===== src/rtl/hazard_scheduler.sv =====
// Decode-stage sequencing controller: per-register scoreboard of in-flight
// writes (EX/MEM/WB), load-use stall generation, forwarding-source selection
// for both read ports, and a taken-branch flush window FSM.
module hazard_scheduler #(
    parameter int NUM_REGS     = 8,
    parameter int ADDR_W       = 3,
    parameter int FLUSH_CYCLES = 2
) (
    input  logic              clk,
    input  logic              rst,
    input  logic              id_valid,
    input  logic              id_reg_write,
    input  logic              id_is_load,
    input  logic [ADDR_W-1:0] id_dest,
    input  logic [ADDR_W-1:0] r1_address,
    input  logic [ADDR_W-1:0] r2_address,
    input  logic              id_uses_r1,
    input  logic              id_uses_r2,
    input  logic              branch_taken,
    output logic              stall,
    output logic              flush,
    output logic [1:0]        fwd_a_sel,
    output logic [1:0]        fwd_b_sel,
    output logic              busy
);

    typedef enum logic {
        ST_IDLE  = 1'b0,
        ST_FLUSH = 1'b1
    } state_t;

    state_t       state_q, state_d;
    logic [2:0]   cnt_q, cnt_d;

    logic [NUM_REGS-1:0] pend_q, pend_d;
    logic [NUM_REGS-1:0] load_q, load_d;
    logic [1:0]          age_q [NUM_REGS];
    logic [1:0]          age_d [NUM_REGS];

    logic match_a, match_b, haz_a, haz_b, id_fire;

    // Issue handshake: the decode stage offers an instruction with id_valid;
    // it is accepted (recorded in the scoreboard) only in a cycle where this
    // block raises neither stall nor flush. Nothing is recorded otherwise.
    assign id_fire = id_valid & ~stall & ~flush;

    assign flush = (state_q == ST_FLUSH);
    assign busy  = |pend_q;

    // Source match per read port from registered scoreboard state.
    always_comb begin
        match_a   = id_valid & id_uses_r1 & pend_q[r1_address];
        match_b   = id_valid & id_uses_r2 & pend_q[r2_address];
        haz_a     = match_a & (age_q[r1_address] == 2'd1) & load_q[r1_address];
        haz_b     = match_b & (age_q[r2_address] == 2'd1) & load_q[r2_address];
        fwd_a_sel = 2'd0;
        fwd_b_sel = 2'd0;
        if (match_a && !haz_a && !flush) fwd_a_sel = age_q[r1_address];
        if (match_b && !haz_b && !flush) fwd_b_sel = age_q[r2_address];
        // A flush window overrides any load-use stall.
        stall     = (haz_a | haz_b) & ~flush;
    end

    // Scoreboard next state: new issue overwrites, otherwise pending entries
    // age every cycle (stall does not freeze them) and retire after age 3.
    always_comb begin
        pend_d = pend_q;
        load_d = load_q;
        for (int i = 0; i < NUM_REGS; i++) begin
            age_d[i] = age_q[i];
            if (id_fire && id_reg_write && (id_dest == ADDR_W'(i))) begin
                pend_d[i] = 1'b1;
                age_d[i]  = 2'd1;
                load_d[i] = id_is_load;
            end else if (pend_q[i]) begin
                if (age_q[i] == 2'd3) begin
                    pend_d[i] = 1'b0;
                    age_d[i]  = 2'd0;
                    load_d[i] = 1'b0;
                end else begin
                    age_d[i] = age_q[i] + 2'd1;
                end
            end
        end
    end

    // Flush FSM: counter loaded on entry, leaves FLUSH once it reads 1, so
    // flush stays high for exactly FLUSH_CYCLES cycles. Branches in FLUSH are
    // ignored.
    always_comb begin
        state_d = state_q;
        cnt_d   = cnt_q;
        case (state_q)
            ST_IDLE: begin
                if (branch_taken) begin
                    state_d = ST_FLUSH;
                    cnt_d   = 3'(FLUSH_CYCLES);
                end
            end
            ST_FLUSH: begin
                if (cnt_q <= 3'd1) begin
                    state_d = ST_IDLE;
                    cnt_d   = 3'd0;
                end else begin
                    cnt_d = cnt_q - 3'd1;
                end
            end
            default: begin
                state_d = ST_IDLE;
                cnt_d   = 3'd0;
            end
        endcase
    end

    // State registers with asynchronous reset.
    always_ff @(posedge clk or posedge rst) begin
        if (rst) begin
            state_q <= ST_IDLE;
            cnt_q   <= 3'd0;
            pend_q  <= '0;
            load_q  <= '0;
            for (int i = 0; i < NUM_REGS; i++) age_q[i] <= 2'd0;
        end else begin
            state_q <= state_d;
            cnt_q   <= cnt_d;
            pend_q  <= pend_d;
            load_q  <= load_d;
            for (int i = 0; i < NUM_REGS; i++) age_q[i] <= age_d[i];
        end
    end

endmodule


===== config.mk =====
export PLATFORM = sky130hd
export DESIGN_NAME = hazard_scheduler
export DESIGN_NICKNAME = d
export VERILOG_FILES = /design/src/rtl/hazard_scheduler.sv
export SDC_FILE = /design/constraint.sdc
export NUM_CORES = 1
export LEC_CHECK = 0
export BUFFER_PORTS_ARGS = -buffer_cell sky130_fd_sc_hd__buf_2
export CAP_MARGIN = 20
export CELL_PAD_IN_SITES_DETAIL_PLACEMENT = 1
export CELL_PAD_IN_SITES_GLOBAL_PLACEMENT = 1
export CORE_ASPECT_RATIO = 0.5
export CORE_UTILIZATION = 45
export CTS_CLUSTER_DIAMETER = 80
export DETAILED_ROUTE_END_ITERATION = 12
export PLACE_DENSITY_LB_ADDON = 0.1
export SLEW_MARGIN = 10
export SYNTH_ARGS = -nofsm -noshare
export SYNTH_HDL_FRONTEND = slang
export SYNTH_SLANG_ARGS = --single-unit

===== constraint.sdc =====
create_clock -name clk -period 2.9 [get_ports clk]
set_input_delay 0.58 -clock clk [delete_from_list [all_inputs] [get_ports clk]]
set_output_delay 0.58 -clock clk [all_outputs]
set_load 0.1 [all_outputs]

# Yosys cells after proc, flatten, opt, wreduce, memory -nomap -nowiden
# Index checks and enable logic that the tools add are counted.
[word_totals] word_cells=203 output_inout_bits=7 mem_count=0 register_bits=36 mem_bits_rw=0 romBits=0 latch_bits=0 in_bits=17
[classes] multipliers=0 mux=94 n_addsub=9 div_mod_pow=0 shifts=0 bitwise=16 eq_ne=18 reduce_logical=42 magnitude_cmp=5
[ops] cell="$mux W2" count=30
[ops] cell="$mux W1" count=54
[ops] cell="$reduce_bool A2 Y1" count=16
[ops] cell="$add A2 B1 Y2 const B" count=8
[ops] cell="$eq A2 B2 Y1 const B" count=8
[ops] cell="$reduce_and A2 Y1" count=8
[ops] cell="$logic_and A1 B1 Y1" count=13
[ops] cell="$bmux W1 S3" count=4
[ops] cell="$bmux W2 S3" count=2
[ops] cell="$eq A3 B3 Y1 const B" count=4
[ops] cell="$and A1 B1 Y1" count=11
[ops] cell="$ge A4 B4 Y1 const B" count=2
[ops] cell="$lt A3 B4 Y1 const B" count=2
[ops] cell="$not A3 Y4" count=2
[ops] cell="$reduce_or A8 Y1" count=1
[ops] cell="$eq A3 B2 Y1 const B" count=2
[ops] cell="$mux W3" count=2
[ops] cell="$pmux W3 S2" count=1
[ops] cell="$eq A2 B1 Y1 const B" count=2
[ops] cell="$eq A3 B1 Y1 const B" count=1
[ops] cell="$le A3 B1 Y1 const B" count=1
[ops] cell="$logic_not A1 Y1" count=3
[ops] cell="$logic_not A3 Y1" count=1
[ops] cell="$sub A3 B1 Y3 const B" count=1
[ops] cell="4 further kinds" count=5

# Longest topological paths before layout
# Gate-level depths: netlist of run 1.
[logic_depth] depth_word=16 mapped_depth=8 ltp_nobuf=6

# Worst setup path before layout of run 1
# No wires, ideal clock.
[synth_timing] path_type="in2out" start="in r2_address[2]" end="out fwd_b_sel[0]" path_stages=5 arrival_time_ns=4.477 t_required_ns=2.320 n_path_buf=1 path_slack_ns=-2.157 cell_sequence="clkbuf_1 mux4_2 mux2i_1 nor2b_1 nor4bb_1"
[synth_via] elab_chain_len=11 elab_cells_between_ends=16 cone_classes="1 x eq/ne; 8 x mux; 4 x bitwise; 3 x reduce/logical"
[synth_rtl] item="from (decl)" line="16" rtl="input logic [ADDR_W-1:0] r2_address,"
[synth_rtl] item="$not A3 Y4 (implied by the code)" line="55, 59"
[synth_rtl] item="$bmux W2 S3" line="55, 59"
[synth_rtl] item="$mux W2 (implied by the code) (2 in a row)" line="55, 59"
[synth_rtl] item="$eq A2 B1 Y1" line="55" rtl="haz_b = match_b & (age_q[r2_address] == 2'd1) & load_q[r2_address];"
[synth_rtl] item="$and A1 B1 Y1 (2 in a row)" line="55"
[synth_rtl] item="$logic_not A1 Y1" line="59" rtl="if (match_b && !haz_b && !flush) fwd_b_sel = age_q[r2_address];"
[synth_rtl] item="$logic_and A1 B1 Y1 (2 in a row)" line="59"
[synth_rtl] item="$mux W2 *" line="59"
[synth_rtl] item="to (decl)" line="23" rtl="output logic [1:0] fwd_b_sel,"
# Mark *: on every way between the ends. The rest lies on a longest branch, timed or not. The select of a mux whose other input is x is not followed.

# Worst setup path after layout of run 1
[layout_timing] start="in r1_address[0]" end="out fwd_a_sel[0]"
[layout_via] elab_chain_len=11 elab_cells_between_ends=16 cone_classes="1 x eq/ne; 8 x mux; 4 x bitwise; 3 x reduce/logical"
[layout_rtl] item="from (decl)" line="15" rtl="input logic [ADDR_W-1:0] r1_address,"
[layout_rtl] item="$not A3 Y4 (implied by the code)" line="54, 58"
[layout_rtl] item="$bmux W2 S3" line="54, 58"
[layout_rtl] item="$mux W2 (implied by the code) (2 in a row)" line="54, 58"
[layout_rtl] item="$eq A2 B1 Y1" line="54" rtl="haz_a = match_a & (age_q[r1_address] == 2'd1) & load_q[r1_address];"
[layout_rtl] item="$and A1 B1 Y1 (2 in a row)" line="54"
[layout_rtl] item="$logic_not A1 Y1" line="58" rtl="if (match_a && !haz_a && !flush) fwd_a_sel = age_q[r1_address];"
[layout_rtl] item="$logic_and A1 B1 Y1 (2 in a row)" line="58"
[layout_rtl] item="$mux W2 *" line="58"
[layout_rtl] item="to (decl)" line="22" rtl="output logic [1:0] fwd_a_sel,"
# Marked as above.

==> results by group, run 1 <==
Run status
  – Run status: finished clean

Global routing
  – GRT overflow: 0
  – Largest net degree at the start of global routing: 16
  – First-pass GRT wire length: 10,100 microns
  – Vias in the first global route: 1,837
  – Initial antenna violation count: 0
  – Total GRT Usage: about a quarter

Worst setup path
  – Crit-path leading delay family: multiplexers
  – CP max stage cell: mux4_1
  – Buf/Inv on CP: 2
  – Worst EP required: 2.32 ns
  – Reg2reg end: load_q[5]
  – R2R cell count: 7
  – Arr. time, crit path: 2.25 ns
  – Crit. Startpoint: r1_address[0]
  – Critical Path End: fwd_a_sel[0]
  – Kind of critical path: primary input to output port
  – Slowest Stage Delay on Critical Path: 0.58 ns
  – Crit start category: primary input
  – CP endpoint kind: output port
  – Critical Path Fanout Max: 8
  – Levels on crit path: 7
  – R2R Path Start: age_q[2]
  – Register-to-Register Setup Slack: 0.45 ns
  – Worst-path cell chain: buf_4, mux4_1, mux2_2, o2111a_2, a21oi_4, and2_4, buf_12

Pwr
  – Internal power: 1.46 mW
  – P per Cell Area: 920 nW/um^2
  – Clock power share: 15.1%
  – Pleak: roughly 1.2 nW
  – Psw: 1.13 mW
  – Max VDD drop: 0.429 mV
  – Logic pwr share: a little under half
  – Sw Ratio: ~44%
  – Flop pwr share: 38.7%

CTS
  – Post-CTS Setup Bufs: 0
  – CTS sink cnt: 36
  – H-tree levels: 2
  – CTS Buf Count: 5
  – Longest Clk Path Bufs: 2
  – Clk root buf: clkbuf_8
  – CTS tree: built
  – Clock-pin slew on the worst setup and hold paths: 0.08 ns
  – Worst-skew pair later-pin latency: 0.30 ns

Routing
  – Drt drc: 0
  – DR vias/cell: 5.90
  – Vias: between 1,500 and 2,000
  – ANT nets after route: 0
  – Routed len/inst: between 20 and 25 microns
  – Drt pass-1 iters: 4
  – Final wirelength: ~6500 microns
  – Initial drt markers: 89

Yosys
  – Syn nets: 237
  – Primary FF master, synth: dfrtp_1
  – Synth area leader: dfrtp_1
  – Post-synth EDFFs: 0
  – Synthesis Warnings: 0
  – Post-synth cell types: 37
  – Ys async rst share: 100%
  – Post-Syn Area: 2360 sq um
  – Top post-synthesis cells by area: dfrtp_1 (38%), mux4_2 (12%), ha_1 (4.8%), mux2_2 (4.8%), mux2i_1 (4.7%)
  – Yosys top cell area share: 38.2%
  – Post-Syn Area per Cell: around 11 sq um
  – Most frequent cell after synthesis: dfrtp_1
  – Register area share after synthesis: 38.2%
  – Gate Count Post-Synth: 211
  – Post-synth top cells: dfrtp_1 (36), nand2_1 (22), mux4_2 (13)
  – #FFs+latches synth: 36

Layout
  – Post-route cell area: 2820 sq um
  – Filler cell count: 546
  – Storage cell area: 901 sq um
  – Final non-filler cell total: 314
  – Area delta synth->final: 19.5%
  – Final nets: between 200 and 300
  – Share of layout cells above drive strength 1: 34.0%
  – Diodes inserted: 0
  – Multi-input gate area: between 1000 and 1500 sq um

Place
  – DP Worst Slack: -0.106 ns
  – Post-DP HPWL: 5100 microns
  – Count of input and output buffers: 23
  – Final estimated routing congestion in global placement: 0.846
  – Dpl cells: 306
  – Placement Cell Area: 2720 sq um

Floorplan
  – Io pins: 24
  – Die width: 104 microns
  – Starting density of the core: between 40 and 50%
  – Row count: 18
  – Die area: 5550 sq um
  – Core box area: 4980 sq um
  – Die Ht: between 50 and 60 microns

STA
  – Period utilization: between 90% and 100%
  – Crit path time final: 2.83 ns
  – Final worst hold slack: between 0.3 and 0.4 ns
  – Final setup vio count: 0
  – Slew HR: 60.2%
  – Count of final max-slew check failures: 0
  – Setup WS post-layout: 0.0735 ns
  – RSZ-0062 raised after global routing: false
  – Fmax: about 0.35 GHz
  – Final setup skew: 0.00829 ns
  – Hold Violations, Final: 0
  – Worst-Margin Slew: 0.596 ns

Job
  – Max-cap violations: 0

Hold path
  – Hold crit path type: primary input to asynchronous set/reset pin
per-layer routing:
metal | vias to the layer above | track usage [%] | part of all wire [%]
met5 | - | 0 | 0
met4 | 0 | 7.14 | 1.0
met3 | 7 | 5.05 | 4.1
met2 | 45 | 40.2 | 45
met1 | 947 | 36.3 | 50
li1 | 853 | - | -
stage by stage:
step           util [%]  TNS, ns  power (mW)
2_1_floorplan         -   -0.583        1.84
3_3_place_gp       54.6  -0.0396        2.12
3_5_place_dp       54.6   -0.106        2.20
4_1_cts            56.6        0        2.60
5_1_grt            56.6        0        2.76
6_report           56.6        0        2.59
how the worst min path moves through the flow:
stage,from,to,slack [ns],cells past startpoint
after floorplan,cnt_q[2],cnt_q[2],0.46,2
after global placement,cnt_q[2],cnt_q[2],0.48,2
after detailed placement,cnt_q[2],cnt_q[2],0.50,2
after CTS,rst,pend_q[0],0.36,2
after global routing,rst,pend_q[0],0.39,2
final,rst,pend_q[0],0.34,2
area by class of cell:
class,instances,area share (%)
well taps,70,3.11
inverters,9,1.20
repair buffers,35,8.97
clock inverters,2,0.489
multi-input cells,156,51.3
flip-flops and latches,36,32.0
clock buffers,6,2.93
placed cells by master (no fill, tap or decap), drive strengths merged:
cell	n
nand4	5
o21a	1
nor2	6
nor4	3
nand2	22
nand3b	3
ha	9
or3	1
buf	35
a31oi	5
dfrtp	36
mux4	15
nand3	6
mux2	14
clkinv	1
nand2b	2
a21boi	8
and2	5
a21oi	6
o211ai	1
o2111a	1
clkbuf	6
or2	1
o21bai	6
inv	10
nand4b	1
mux2i	11
nor3	4
o21ai	12
nor2b	7
nor4bb	1
timing repair:
item | 4_1_cts | 5_1_grt
hold buffers | 0 | 0
gates resized for setup | 2 | 0
endpoints found under the setup margin | 2 | 0
registers in the layout (all words and copies together) (netlist names):
signal  flops
age_q      16
cnt_q       3
flush       1
load_q      8
pend_q      8
logic make-up (layout without fill, tap and decap cells):
family                   after synthesis  after routing  synth area share (%)
AO/OA/AOI/OAI                         40             40                  11.3
flip-flops                            36             36                  38.2
adder cells (fa/ha/maj)                9              9                  4.78
buffers and inverters                 19             52                  3.93
AND/OR/NAND/NOR                       67             67                  15.3
multiplexers                          40             40                  26.5
power groups by stage:
stage / clock network, mW / logic [mW] / registers, mW
CTS: 0.400 / 1.20 / 0.998
global route: 0.420 / 1.31 / 1.03
floorplan: 0 / 0.931 / 0.909
detailed placement: 0 / 1.19 / 1.01
finish: 0.392 / 1.20 / 1.00
global placement: 0 / 1.13 / 0.992
(Power assumes the default switching activity.)
==> run 2: changes to the inputs <==
--- a/config.mk
+++ b/config.mk
@@ -13,6 +13,7 @@
 export CORE_UTILIZATION = 45
 export CTS_CLUSTER_DIAMETER = 80
 export DETAILED_ROUTE_END_ITERATION = 12
+export HOLD_SLACK_MARGIN = 0.03
 export PLACE_DENSITY_LB_ADDON = 0.1
 export SLEW_MARGIN = 10
 export SYNTH_ARGS = -nofsm -noshare
==> constraint.sdc (replaced) <==
create_clock -name clk -period 3.51 [get_ports clk]
set_input_delay 0.702 -clock clk [delete_from_list [all_inputs] [get_ports clk]]
set_output_delay 0.702 -clock clk [all_outputs]
set_load 0.1 [all_outputs]
==> run 2 against run 1 <==
Against the previous run:
- clock power shrank 23%
- core utilization shrank 2.5 points
- hold slack better by 0.16 ns
- sequential share of layout area up 1.5 points
- via count fell by 2.4%
- wire length down 3.8%
- cell area decreased by 4.5%
- sequential power decreased by 16%
- setup slack better by 0.18 ns
- critical path type unchanged
- critical endpoint unchanged
- largest cell class unchanged
==> results by group, run 2 (synthesis results as in run 1) <==
Run status
  – Run status: finished clean (unchanged)

Worst setup path
  – Worst EP required: 2.81 ns (was 2.32 ns)
  – CP endpoint kind: output port (unchanged)
  – Crit start category: primary input (unchanged)
  – Crit. Startpoint: r1_address[0] (unchanged)
  – Reg2reg end: load_q[4] (was load_q[5])
  – R2R Path Start: age_q[7] (was age_q[2])
  – Kind of critical path: primary input to output port (unchanged)
  – Critical Path Fanout Max: 5 (was 8)
  – R2R cell count: 7 (unchanged)
  – Register-to-Register Setup Slack: 0.97 ns (was 0.45 ns)
  – Arr. time, crit path: 2.56 ns (was 2.25 ns)

CTS
  – CTS resizes: 0 (was 2)
  – Post-CTS Setup Bufs: 0 (unchanged)
  – Clock-pin slew on the worst setup and hold paths: 0.08 ns (about the same)
  – Worst-skew pair later-pin latency: 0.30 ns (about the same)
  – H-tree levels: 2 (unchanged)
  – CTS Buf Count: 5 (unchanged)
  – Clk root buf: clkbuf_8 (unchanged)
  – Cts hold-fix bufs: 0 (unchanged)
  – CTS tree: built (unchanged)
  – CTS sink cnt: 36 (unchanged)
  – Longest Clk Path Bufs: 2 (unchanged)

Routing
  – Vias: 1,807 (was 1,852)
  – Final wirelength: 6220 microns (was 6460 microns)
  – Routed len/inst: 20.3 microns (was 20.6 microns)
  – ANT nets after route: 0 (unchanged)
  – DR vias/cell: 5.91 (was 5.90)
  – Initial drt markers: 59 (was 89)
  – Drt drc: 0 (unchanged)
  – Drt pass-1 iters: 4 (unchanged)

Layout
  – Share of layout cells above drive strength 1: 30.9% (was 34.0%)
  – Commonest non-fill, non-tap cells in the layout: dfrtp_1 (36), nand2_1 (22), buf_2 (21) (was dfrtp_1 (36), nand2_1 (22), buf_2 (19))
  – Area delta synth->final: 14.1% (was 19.5%)
  – Biggest register: age_q (unchanged)
  – Biggest regs: age_q: 16 flops, load_q: 8 flops, pend_q: 8 flops (unchanged)
  – Final nets: 261 (was 269)
  – Commonest non-fill, non-tap cell in the layout: dfrtp_1 (unchanged)
  – Max FFs per register: 16 (unchanged)
  – Diodes inserted: 0 (unchanged)
  – Final non-filler cell total: 306 (was 314)

STA
  – Setup TNS: 0 ns (unchanged)
  – Count of final max-slew check failures: 0 (unchanged)
  – Slew HR: 63.6% (was 60.2%)
  – Fmax: about 0.3 GHz
  – Crit path time final: ~3.3 ns
  – RSZ-0062 raised after global routing: false (unchanged)
  – Worst-Margin Slew: 0.547 ns (was 0.596 ns)
  – Period utilization: 92.8%
  – Final setup skew: 0.00684 ns (was 0.00829 ns)
  – Hold Violations, Final: 0 (unchanged)
  – Final setup vio count: 0 (unchanged)

Pwr
  – Pleak: 1.17 nW (was 1.22 nW)
  – Max VDD drop: 0.391 mV (was 0.429 mV)
  – P per Cell Area: 763 nW/um^2 (was 920 nW/um^2)

Hold path
  – Hold crit path type: primary input to asynchronous set/reset pin (unchanged)

Floorplan
  – Io pins: 24 (unchanged)
  – Row count: 18 (unchanged)
  – Starting density of the core: 47.4% (unchanged)
  – Die Ht: 53.2 microns (unchanged)
  – Die width: 104 microns (unchanged)
  – Core box area: 4980 sq um (unchanged)
  – Die area: 5550 sq um (unchanged)

Global routing
  – Total GRT Usage: 24.7% (was 25.6%)
  – Vias in the first global route: 1,869 (was 1,837)
  – Initial antenna violation count: 0 (unchanged)
  – First-pass GRT wire length: 9940 microns (was 10,100 microns)
  – GRT overflow: 0 (unchanged)
  – Largest net degree at the start of global routing: 37 (was 16)

Place
  – Post-DP HPWL: 4800 microns (was 5100 microns)
  – Final estimated routing congestion in global placement: 0.872 (was 0.846)
  – Count of input and output buffers: 23 (unchanged)
  – Dpl cells: 298 (was 306)

Job
  – Max-cap violations: 0 (unchanged)
==> run 2: worst max-delay path by stage <==
| stage | endpoint | slack, ns | cells after the start |
|---|---|---|---|
| 2_1_floorplan | fwd_b_sel[1] | -0.19 | 4 |
| 3_3_place_gp | fwd_a_sel[0] | 0.33 | 8 |
| 3_5_place_dp | fwd_a_sel[0] | 0.25 | 8 |
| 4_1_cts | fwd_a_sel[0] | 0.24 | 8 |
| 5_1_grt | fwd_a_sel[0] | 0.17 | 8 |
| 6_report | fwd_a_sel[0] | 0.25 | 8 |
==> run 2: worst max-delay path, cell delays in order <==
cell	delay, ns
buf_2	0.17
buf_4	0.18
mux4_1	0.57
mux2_2	0.29
o2111a_2	0.16
a21oi_4	0.13
and2_2	0.18
buf_12	0.17
==> run 2: layer usage <==
metal  GRT usage [%]  vias to the layer above  wire, microns
met2            40.0                       36           2760
met4            6.19                        0             59
met1            33.4                      929           3100
met3            6.40                       10            296
li1                -                      832              -
met5               0                        -              0
==> run 2: where the power goes <==
part           leakage [nW]  switching (mW)  internal, mW
clock network        0.0479           0.164         0.138
registers             0.450           0.257         0.582
logic                 0.674           0.485         0.425
total                  1.17           0.906          1.15
==> run 2: layout make-up <==
| class | instances | area, sq um |
|---|---|---|
| multi-input cells | 156 | 1410 |
| clock buffers | 5 | 68.8 |
| flip-flops and latches | 36 | 901 |
| repair buffers | 27 | 175 |
| well taps | 70 | 87.6 |
| clock inverters | 3 | 18.8 |
| inverters | 9 | 33.8 |
| fillers | 547 | 2290 |
==> run 2: metrics by stage <==
| step | util, % | hold WS, ns | total power [mW] | instance area (sq um) | setup slack, ns |
|---|---|---|---|---|---|
| 2_1_floorplan | - | 0.456 | 1.49 | 2400 | -0.188 |
| 3_3_place_gp | 52.3 | 0.487 | 1.69 | 2600 | 0.332 |
| 3_5_place_dp | 52.3 | 0.492 | 1.74 | 2600 | 0.250 |
| 4_1_cts | 54.0 | 0.512 | 2.06 | 2690 | 0.240 |
| 5_1_grt | 54.0 | 0.549 | 2.19 | 2690 | 0.172 |
| 6_report | 54.0 | 0.496 | 2.05 | 2690 | 0.252 |
==> run 3: changes to the inputs <==
--- a/config.mk
+++ b/config.mk
@@ -5,6 +5,7 @@
 export SDC_FILE = /design/constraint.sdc
 export NUM_CORES = 1
 export LEC_CHECK = 0
+export ABC_AREA = 1
 export BUFFER_PORTS_ARGS = -buffer_cell sky130_fd_sc_hd__buf_2
 export CAP_MARGIN = 20
 export CELL_PAD_IN_SITES_DETAIL_PLACEMENT = 1
==> run 3 against run 2 <==
Against the previous run:
- clock power up 53%
- critical path depth up 4
- non-clock buffer count down 1
- largest power group unchanged
- final cell count up 57%
- critical endpoint is now stall
- global-route usage up 4.8 points
- clock skew down 0.0013 ns
- hold slack better by 0.0021 ns
==> results by group, run 3 <==
Layout
  – Area delta synth->final: 10.7% (was 14.1%)
  – Biggest register: age_q (unchanged)
  – Max FFs per register: 16 (unchanged)
  – Diodes inserted: 0 (unchanged)
  – Commonest non-fill, non-tap cell in the layout: nand2_1 (was dfrtp_1)
  – Final nets: 432 (was 261)
  – Filler cell count: 761 (was 547)
  – Biggest regs: age_q: 16 flops, load_q: 8 flops, pend_q: 8 flops (unchanged)
  – Share of layout cells above drive strength 1: 18.7% (was 30.9%)
  – Commonest non-fill, non-tap cells in the layout: nand2_1 (131), inv_1 (41), nand3_1 (38) (was dfrtp_1 (36), nand2_1 (22), buf_2 (21))

STA
  – RSZ-0062 raised after global routing: false (unchanged)
  – Final setup skew: 0.00555 ns (was 0.00684 ns)
  – Hold Violations, Final: 0 (unchanged)
  – Fmax: 0.310 GHz (was 0.307 GHz)
  – Slew HR: 68.1% (was 63.6%)
  – Crit path time final: 3.23 ns (was 3.26 ns)
  – Period utilization: 92.0% (was 92.8%)
  – Setup TNS: 0 ns (unchanged)
  – Worst-Margin Slew: 0.479 ns (was 0.547 ns)
  – Count of final max-slew check failures: 0 (unchanged)
  – Final worst hold slack: 0.498 ns (was 0.496 ns)
  – Final setup vio count: 0 (unchanged)

Hold path
  – Hold Path Origin: cnt_q[0]
  – Hold crit path type: register to register (was primary input to asynchronous set/reset pin)

Yosys
  – Top post-synthesis cells by area: dfrtp_1 (33%), nand2_1 (18%), nand3_1 (6.9%), inv_1 (5.6%), o21ai_0 (4.7%) (was dfrtp_1 (38%), mux4_2 (12%), ha_1 (4.8%), mux2_2 (4.8%), mux2i_1 (4.7%))
  – Syn nets: 409 (was 237)
  – Register area share after synthesis: 32.7% (was 38.2%)
  – Most frequent cell after synthesis: nand2_1 (was dfrtp_1)
  – Post-synth cell types: 31 (was 37)
  – Post-Syn Area per Cell: 7.19 sq um (was 11.2 sq um)
  – Synthesis Warnings: 0 (unchanged)
  – Primary FF master, synth: dfrtp_1 (unchanged)
  – Ys async rst share: 100% (unchanged)
  – #FFs+latches synth: 36 (unchanged)
  – Yosys top cell area share: 32.7% (was 38.2%)
  – Post-Syn Area: 2750 sq um (was 2360 sq um)
  – Post-synth top cells: nand2_1 (131), inv_1 (41), nand3_1 (38) (was dfrtp_1 (36), nand2_1 (22), mux4_2 (13))
  – Post-synth EDFFs: 0 (unchanged)
  – Synth area leader: dfrtp_1 (unchanged)
  – Gate Count Post-Synth: 383 (was 211)

Routing
  – ANT nets after route: 0 (unchanged)
  – Drt pass-1 iters: 4 (unchanged)
  – Drt drc: 0 (unchanged)
  – Final wirelength: 8680 microns (was 6220 microns)
  – Routed len/inst: 18.1 microns (was 20.3 microns)
  – Vias: 2,725 (was 1,807)
  – DR vias/cell: 5.68 (was 5.91)
  – Initial drt markers: 152 (was 59)

Floorplan
  – Io pins: 24 (unchanged)
  – Row count: 19 (was 18)
  – Die width: 113 microns (was 104 microns)
  – Die area: 6460 sq um (was 5550 sq um)
  – Starting density of the core: 48.5% (was 47.4%)
  – Core box area: 5680 sq um (was 4980 sq um)
  – Die Ht: 57.3 microns (was 53.2 microns)

Worst setup path
  – CP dominant cell by count: nor2_2
  – CP endpoint kind: output port (unchanged)
  – Worst EP required: 2.81 ns (about the same)
  – Slowest Stage Delay on Critical Path: 0.42 ns (was 0.57 ns)
  – R2R Path Start: pend_q[0] (was age_q[7])
  – Arr. time, crit path: 2.53 ns (was 2.56 ns)
  – Buf/Inv on CP: 4 (was 3)
  – Crit. Startpoint: r2_address[0] (was r1_address[0])
  – Kind of critical path: primary input to output port (unchanged)
  – CP max stage cell: buf_2 (was mux4_1)
  – Critical Path Fanout Max: 18 (was 5)
  – Crit-path leading delay family: buffers and inverters (was multiplexers)
  – Worst-path cell chain: buf_2, inv_4, nand2_1, nand3_1, nand2_1, nor2_1, nor2_2, inv_1, nor2_2, nor2_4, nor2_2, buf_2 (was buf_2, buf_4, mux4_1, mux2_2, o2111a_2, a21oi_4, and2_2, buf_12)
  – Crit start category: primary input (unchanged)

Pwr
  – Max VDD drop: 0.559 mV (was 0.391 mV)
  – Pleak: 1.78 nW (was 1.17 nW)
  – P per Cell Area: 801 nW/um^2 (was 763 nW/um^2)

CTS
  – CTS sink cnt: 36 (unchanged)
  – Clock-pin slew on the worst setup and hold paths: 0.05 ns (was 0.08 ns)
  – Post-CTS Setup Bufs: 0 (unchanged)
  – CTS Buf Count: 5 (unchanged)
  – CTS tree: built (unchanged)
  – Worst-skew pair later-pin latency: 0.28 ns (was 0.30 ns)
  – H-tree levels: 2 (unchanged)
  – CTS resizes: 0 (unchanged)
  – Cts hold-fix bufs: 0 (unchanged)
  – Clk root buf: clkbuf_16 (was clkbuf_8)
  – Longest Clk Path Bufs: 2 (unchanged)

Global routing
  – First-pass GRT wire length: 14,000 microns (was 9940 microns)
  – Initial antenna violation count: 0 (unchanged)
  – GRT overflow: 0 (unchanged)
  – Total GRT Usage: 29.5% (was 24.7%)
  – Vias in the first global route: 2,725 (was 1,869)
  – Largest net degree at the start of global routing: 37 (unchanged)

Place
  – Count of input and output buffers: 23 (unchanged)
  – Final estimated routing congestion in global placement: 1.01 (was 0.872)
  – Post-DP HPWL: 6740 microns (was 4800 microns)

Run status
  – Run status: finished clean (unchanged)

Job
  – Max-cap violations: 0 (unchanged)
==> run 3: layer usage <==
metal,global-route usage (%),share of wire (%),vias up
met5,0,0,-
met4,9.52,2.1,0
met3,7.76,8.9,21
met2,44.7,43,98
met1,41.5,46,1312
li1,-,-,1294
==> run 3: per-stage QoR <==
| step | setup WS [ns] | total power, mW | std cells | cell area (sq um) | utilization [%] |
|---|---|---|---|---|---|
| floorplan | 0.0432 | 1.61 | 383 | 2760 | - |
| global placement | 0.363 | 1.89 | 472 | 2900 | 51.0 |
| detailed placement | 0.341 | 1.96 | 472 | 2900 | 51.0 |
| CTS | 0.301 | 2.44 | 480 | 3050 | 53.6 |
| global route | 0.131 | 2.62 | 480 | 3050 | 53.6 |
| finish | 0.282 | 2.44 | 480 | 3050 | 53.6 |
==> run 3: cell families after synthesis <==
family,Yosys count,synth area share (%)
buffers and inverters,56,9.63
xor gates and xnor gates,1,0.318
and+or+nand+nor,237,44.6
AOI/OAI and AO/OA,44,8.68
adders and majority gates,9,4.09
DFF,36,32.7
==> run 3: path summary, 6_finish.rpt <==
| check | cells past startpoint | endpoint | slack [ns] |
|---|---|---|---|
| hold reg to reg | 1 | cnt_q[0] | 0.50 |
| setup reg to reg | 12 | load_q[1] | 1.59 |
| min in group asynchronous | 3 | age_q[2] | 0.53 |
| setup / recovery | 12 | stall | 0.28 |
| max in group asynchronous | 3 | age_q[11] | 2.65 |
| hold / removal | 1 | cnt_q[0] | 0.50 |
==> run 3: power breakdown <==
part,switching (mW),internal [mW]
Combinational,0.844,0.380
Sequential,0.155,0.598
Clock,0.182,0.283
Total,1.18,1.26
==> run 3: layout make-up <==
type                            count  area, sq um  share of cell area, %
Timing Repair Buffer               26          138                   4.52
Tap cell                           73         91.3                   3.00
Sequential cell                    36          901                   29.6
Clock inverter                      1         7.51                  0.246
Inverter                           46          178                   5.83
Clock buffer                        7          143                   4.68
Multi-Input combinational cell    291         1590                   52.2
